--- config.mk ---
export PLATFORM = sky130hd
export DESIGN_NAME = mesi_isc_mbus_monitor
export DESIGN_NICKNAME = d
export VERILOG_FILES = /design/src/rtl/mesi_isc_mbus_monitor.sv
export SDC_FILE = /design/constraint.sdc
export NUM_CORES = 1
export LEC_CHECK = 0
export ABC_AREA = 1
export CORE_MARGIN = 2
export CORE_UTILIZATION = 52
export DETAILED_ROUTE_END_ITERATION = 16
export GPL_TIMING_DRIVEN = 0
export PLACE_DENSITY = 0.75
export SETUP_SLACK_MARGIN = 0.3
export SYNTH_ARGS = -nofsm -noshare
export SYNTH_HDL_FRONTEND = slang
export SYNTH_SLANG_ARGS = --single-unit
--- constraint.sdc ---
create_clock -name clk -period 4.35 [get_ports clk]
set_input_delay 0.87 -clock clk [delete_from_list [all_inputs] [get_ports clk]]
set_output_delay 0.87 -clock clk [all_outputs]
set_load 0.01 [all_outputs]
--- src/rtl/mesi_isc_mbus_monitor.sv ---
// MESI ISC main-bus monitor: captures mbus ack rises per CPU,
// arbitrates round-robin into a show-ahead record FIFO.
module mesi_isc_mbus_monitor #(
  parameter int CPU_COUNT      = 4,
  parameter int ADDR_WIDTH     = 32,
  parameter int MBUS_CMD_WIDTH = 3,
  parameter int FIFO_DEPTH     = 8,
  parameter int TS_WIDTH       = 16,
  parameter int CNT_W          = $clog2(FIFO_DEPTH+1)
) (
  input  logic                                clk,
  input  logic                                rst,
  input  logic                                enable_i,
  input  logic [CPU_COUNT*MBUS_CMD_WIDTH-1:0] mbus_cmd_i,
  input  logic [CPU_COUNT*ADDR_WIDTH-1:0]     mbus_addr_i,
  input  logic [CPU_COUNT-1:0]                mbus_ack_i,
  input  logic [CPU_COUNT-1:0]                cbus_ack_i,
  output logic                                rec_valid_o,
  input  logic                                rec_ready_i,
  output logic [$clog2(CPU_COUNT)-1:0]        rec_cpu_id_o,
  output logic [MBUS_CMD_WIDTH-1:0]           rec_cmd_o,
  output logic [ADDR_WIDTH-1:0]               rec_addr_o,
  output logic [CPU_COUNT-1:0]                rec_cbus_ack_o,
  output logic [TS_WIDTH-1:0]                 rec_ts_o,
  output logic [CNT_W-1:0]                    fifo_count_o,
  output logic [7:0]                          drop_count_o,
  output logic                                overflow_o
);

  localparam int ID_W  = $clog2(CPU_COUNT);
  localparam int PTR_W = $clog2(FIFO_DEPTH);

  typedef struct packed {
    logic [ID_W-1:0]           id;
    logic [MBUS_CMD_WIDTH-1:0] cmd;
    logic [ADDR_WIDTH-1:0]     addr;
    logic [CPU_COUNT-1:0]      cbus;
    logic [TS_WIDTH-1:0]       ts;
  } rec_t;

  logic [TS_WIDTH-1:0]  ts_q;
  logic [CPU_COUNT-1:0] ack_q;
  logic [CPU_COUNT-1:0] pend_q;
  logic [ID_W-1:0]      rr_q;
  logic [PTR_W-1:0]     wr_q;
  logic [PTR_W-1:0]     rd_q;
  logic [CNT_W-1:0]     cnt_q;
  logic [7:0]           drop_q;
  logic [7:0]           drop_d;
  logic                 ovf_q;
  rec_t                 hold_q [CPU_COUNT];
  rec_t                 mem_q  [FIFO_DEPTH];

  logic [CPU_COUNT-1:0] rise;
  logic [CPU_COUNT-1:0] cap;
  logic [CPU_COUNT-1:0] drop_ev;
  logic [CPU_COUNT-1:0] clr;
  logic                 gnt_vld;
  logic [ID_W-1:0]      gnt_id;
  logic                 full;
  logic                 pop;
  logic                 push;
  logic [3:0]           ndrop;
  logic [8:0]           dsum;
  rec_t                 head;

  assign rise = mbus_ack_i & ~ack_q;
  assign full = (cnt_q == CNT_W'(FIFO_DEPTH));
  assign rec_valid_o = (cnt_q != '0);
  assign pop = rec_valid_o & rec_ready_i;

  // Round-robin grant from rr_q; lowest offset wins.
  always_comb begin
    gnt_vld = 1'b0;
    gnt_id  = '0;
    for (int k = CPU_COUNT-1; k >= 0; k--) begin
      if (pend_q[(int'(rr_q) + k) % CPU_COUNT]) begin
        gnt_vld = 1'b1;
        gnt_id  = ID_W'((int'(rr_q) + k) % CPU_COUNT);
      end
    end
    push = gnt_vld & (~full | pop);
    clr = '0;
    clr[gnt_id] = push;
  end

  // A port freed this cycle may accept a new capture.
  always_comb begin
    cap     = rise & {CPU_COUNT{enable_i}} & (~pend_q | clr);
    drop_ev = rise & {CPU_COUNT{enable_i}} & pend_q & ~clr;
    ndrop   = '0;
    for (int n = 0; n < CPU_COUNT; n++) begin
      ndrop = ndrop + {3'b000, drop_ev[n]};
    end
    dsum   = {1'b0, drop_q} + {5'b00000, ndrop};
    drop_d = dsum[8] ? 8'hFF : dsum[7:0];
  end

  // Control state: timestamp, pending, pointers, counters.
  always_ff @(posedge clk) begin
    if (rst) begin
      ack_q  <= mbus_ack_i;
      ts_q   <= '0;
      pend_q <= '0;
      rr_q   <= '0;
      wr_q   <= '0;
      rd_q   <= '0;
      cnt_q  <= '0;
      drop_q <= '0;
      ovf_q  <= 1'b0;
    end else begin
      ack_q  <= mbus_ack_i;
      ts_q   <= ts_q + 1'b1;
      pend_q <= (pend_q & ~clr) | cap;
      if (push) begin
        wr_q <= wr_q + 1'b1;
        rr_q <= (gnt_id == ID_W'(CPU_COUNT-1)) ? '0 : gnt_id + 1'b1;
      end
      if (pop) rd_q <= rd_q + 1'b1;
      cnt_q  <= cnt_q + CNT_W'(push) - CNT_W'(pop);
      drop_q <= drop_d;
      if (|drop_ev) ovf_q <= 1'b1;
    end
  end

  // Per-port snapshot taken on an accepted rise.
  always_ff @(posedge clk) begin
    for (int n = 0; n < CPU_COUNT; n++) begin
      if (cap[n]) begin
        hold_q[n] <= '{
          id:   ID_W'(n),
          cmd:  mbus_cmd_i[n*MBUS_CMD_WIDTH +: MBUS_CMD_WIDTH],
          addr: mbus_addr_i[n*ADDR_WIDTH +: ADDR_WIDTH],
          cbus: cbus_ack_i,
          ts:   ts_q
        };
      end
    end
  end

  // Record storage; validity is tracked by cnt_q.
  always_ff @(posedge clk) begin
    if (push) mem_q[wr_q] <= hold_q[gnt_id];
  end

  assign head           = rec_valid_o ? mem_q[rd_q] : '0;
  assign rec_cpu_id_o   = head.id;
  assign rec_cmd_o      = head.cmd;
  assign rec_addr_o     = head.addr;
  assign rec_cbus_ack_o = head.cbus;
  assign rec_ts_o       = head.ts;
  assign fifo_count_o   = cnt_q;
  assign drop_count_o   = drop_q;
  assign overflow_o     = ovf_q;

endmodule

==> impl_results.md <==
- Final setup fails: 0
- WP data arrival: around 3.2 ns
- Layout Nets: between 2k and 3k
- Min-delay src: rd_q[0]$_SDFFE_PP0N_
- Post-DR wirelength/cell: about 23 µm
- Clk Latency, worst-skew pair: between 0.6 and 0.7 ns
- Synth Register Bits: 724
- Post-Layout Inst Area: approximately 0.035 mm²
- Max Cap Viol: 0
- Final WL: 75,400 µm
- Final Max Slew Viols: 0
- Die width: approximately 240 µm
- CTS tree: yes
- Worst Tran Pin Value: 1.07 ns
- Inserted Clock Buffers: 70
- Post-route worst setup slack: 0.279 ns
- Synth Area in Compound Gates: 11.8%
- YS warnings: 0
- HPWL Detailed: between 40,000 and 50,000 µm
- Initial Util: between 50% and 60%
- Simple-gate portion of the synthesized area: under 10%
- Status: finished, final reports clean
- Vias per cell: between 5 and 6
- Die ar.: 0.0558 mm²
- Cell Area, Synth: ~0.028 mm²
- Detail Route Antenna Nets: 0
- Sink Count: between 700 and 800
- Final hold violations: 0
- Period utilization: around 94%
- Initial antenna violation count: 2
- Seq/Total Area, Yosys: approximately 76%
- Main combinational cell family by area after synthesis: compound AO/OA/AOI/OAI gates
- Rows: 85
- First-pass GRT wire length: 112,000 µm
- CP Class: reg -> out
- Post-synthesis adder-cell area fraction: 0.821%
- Min Clock Period, post-route: between 4 and 5 ns
- Required @ worst endpoint: ~3.5 ns
- Ports: between 200 and 250
- Xor-xnor portion of the synthesized cell area: 0.219%
- Leakage dissipation: around 12 nW
- DRT Pass-1 Iters: 5
- Worst slew margin: about 29%
- Yosys cell types: 32
- Pwr dens: about 720 mW/mm²
- H-tree Lvls: 3
- Mean Syn Cell Area: between 10 and 15 µm²
- Die height: about 240 µm
- Crit. End Element: output pin
- Crit-path max FO: 10
- Post-synthesis mux area share: 0%
- Pre-CTS setup slack: -0.348 ns
- Reg-to-Reg Start: rr_q[0]$_SDFFE_PP0P_
- Hold-fix buffers at CTS: 0
- Total power: between 20 and 25 mW
- Top cells by area, synth: edfxtp_1 72%, o21ai_0 6.9%, nor2_1 6.7%
- Via count: between 15k and 20k
- Drt drc: 0
- Syn-to-layout area delta: 23.2%
- Largest net degree at the start of global routing: 31
- Setup Skew: roughly 0.021 ns
- Gpl congestion: around 0.87
- Vias in the first global route: 19.1k
- Port Buffers: 222
- Placed cell areas: roughly 0.032 mm²
- Syn nets: between 2k and 2.5k
- Synth Instances: 2,155
- Cell taking the most area after synthesis: edfxtp_1
- GRT overflow: 0
- GRT Util Overall: a little over a quarter
- Initial DRC Count: 2,728
- RSZ-0062 raised after global routing: yes
- CTS Root Cell: clkbuf_16
- Hold WC Path Type: reg -> reg
- Yosys top cell area share: between 70 and 80%
- Share of cells above drive strength 1: 10.4%
- Peak Freq: 0.246 GHz
- Clock buffer depth: 3
- Clock transition at path regs: 0.06 ns
- Core area: 0.0536 mm²
- Worst vdd ir: 0.000431 V
- Startpoint Class: flop
[critical path, stage by stage, from the launching register on]
cell             delay [ns]
dfxtp_2                0.45
clkbuf_4               0.28
clkbuf_4               0.28
clkbuf_4               0.28
nor2_1                 0.07
nor2_1                 0.07
o21ai_0                0.09
a31oi_1                0.44
clkdlybuf4s50_1        0.64
[metal layers]
layer	GRT usage, %	share of wire (%)	wire [µm]	vias up
met4	10.6	3.3	2480	0
met5	0	0	0	-
li1	-	-	-	8557
met2	45.0	50	37500	1158
met3	4.07	8.7	6550	157
met1	35.0	38	28800	9332
[power breakdown]
| group | internal, mW | leakage, nW | switching (mW) |
|---|---|---|---|
| Sequential | 9.68 | 6.56 | 0.222 |
| Combinational | 2.71 | 3.88 | 5.84 |
| Clock | 3.73 | 1.14 | 2.51 |
| Total | 16.1 | 11.6 | 8.57 |
[flip-flops by register name, summed over array words and instances (netlist names), named ones only]
signal	count
rd_q	3
mem_q	456
ts_q	16
rr_q	2
hold_q	220
pend_q	4
overflow_o	1
wr_q	3
fifo_count_o	4
ack_q	4
drop_count_o	8
[synth_stat cells]
cell / count
nand2_2: 3
fa_1: 4
or3_1: 1
a21oi_1: 25
nand2_4: 1
edfxtp_1: 676
o21ai_1: 33
nand3_2: 2
o22ai_1: 112
o21ai_2: 1
nor2_1: 503
nand3_1: 13
o21ai_0: 386
clkbuf_1: 88
nand4_1: 3
and3_1: 1
a21o_1: 1
buf_2: 24
nor4_1: 1
a31oi_1: 59
nand2_1: 59
buf_4: 3
buf_1: 6
ha_1: 12
xor2_1: 5
buf_6: 12
nor3b_1: 2
inv_2: 3
nor3_1: 8
dfxtp_1: 48
xnor2_1: 2
inv_1: 58
[path summary, 6_finish.rpt]
path,end,slack [ns],cells past startpoint
worst max-delay path,rec_ts_o[7],0.28,8
worst min-delay path,rd_q[0]$_SDFFE_PP0N_,0.49,1
worst max register to register,drop_count_o[1]$_SDFF_PP0_,0.50,26
worst min register to register,rd_q[0]$_SDFFE_PP0N_,0.49,1
[final cells by class]
type / count / area (µm²)
buffer: 133 / 728
timing repair buffer: 261 / 2910
fill: 3705 / 19100
tap: 696 / 871
sequential: 724 / 21300
clock buffer: 94 / 1980
clock inverter: 30 / 372
multi-input combinational: 1237 / 6170
antenna: 1 / 2.50
inverter: 61 / 231
[stage by stage]
stage                     setup TNS (ns)  hold slack, ns  utilization (%)  std cells
final                                  0           0.490             64.4       3237
after global routing                   0           0.506             64.4       3237
after CTS                              0           0.486             64.0       3228
after detailed placement           -1.77           0.471             59.3       3098
after global placement           -981.37           0.458             58.1       3073
after floorplan                        0           0.433                -       2155
[logic make-up after synthesis]
| logic type | after synthesis |
|---|---|
| AO/OA/AOI/OAI | 617 |
| buffers and inverters | 194 |
| adder cells (fa/ha/maj) | 16 |
| AND/OR/NAND/NOR | 597 |
| flip-flops | 724 |
| XOR/XNOR | 7 |
[layout by cell type, fill, tap and decap left out, types with 3 or more instances in the layout]
cell type	Yosys	layout
nor3_1	8	8
a31oi_2	0	6
bufinv_16	0	9
nand4_1	3	3
nor2_4	0	12
inv_2	3	8
nor2_1	503	489
edfxtp_1	676	676
clkbuf_4	0	8
dfxtp_2	0	4
buf_12	0	19
a21oi_1	25	23
o21ai_4	0	4
a31oi_1	59	53
nand2_1	59	52
clkinv_1	0	9
buf_2	24	21
o22ai_1	112	112
clkbuf_1	88	72
nand2_2	3	8
clkbuf_2	0	22
clkdlybuf4s50_1	0	221
nand2_4	1	3
clkbuf_16	0	77
o21ai_1	33	32
buf_6	12	11
nand3_1	13	11
xor2_1	5	5
buf_4	3	18
buf_16	0	8
clkinvlp_4	0	3
inv_1	58	52
ha_1	12	12
o21ai_0	386	384
buf_1	6	8
nand3_2	2	3
clkinv_2	0	9
dfxtp_1	48	43
[what timing repair did]
action / in CTS / in global routing
pin swaps: 10 / 10
buffers inserted: 6 / 7
endpoints found under the setup margin: 65 / 35
hold endpoints to repair: 0 / 0
cloned: 0 / 1
resized for setup: 52 / 63
(Power assumes the default switching activity.)
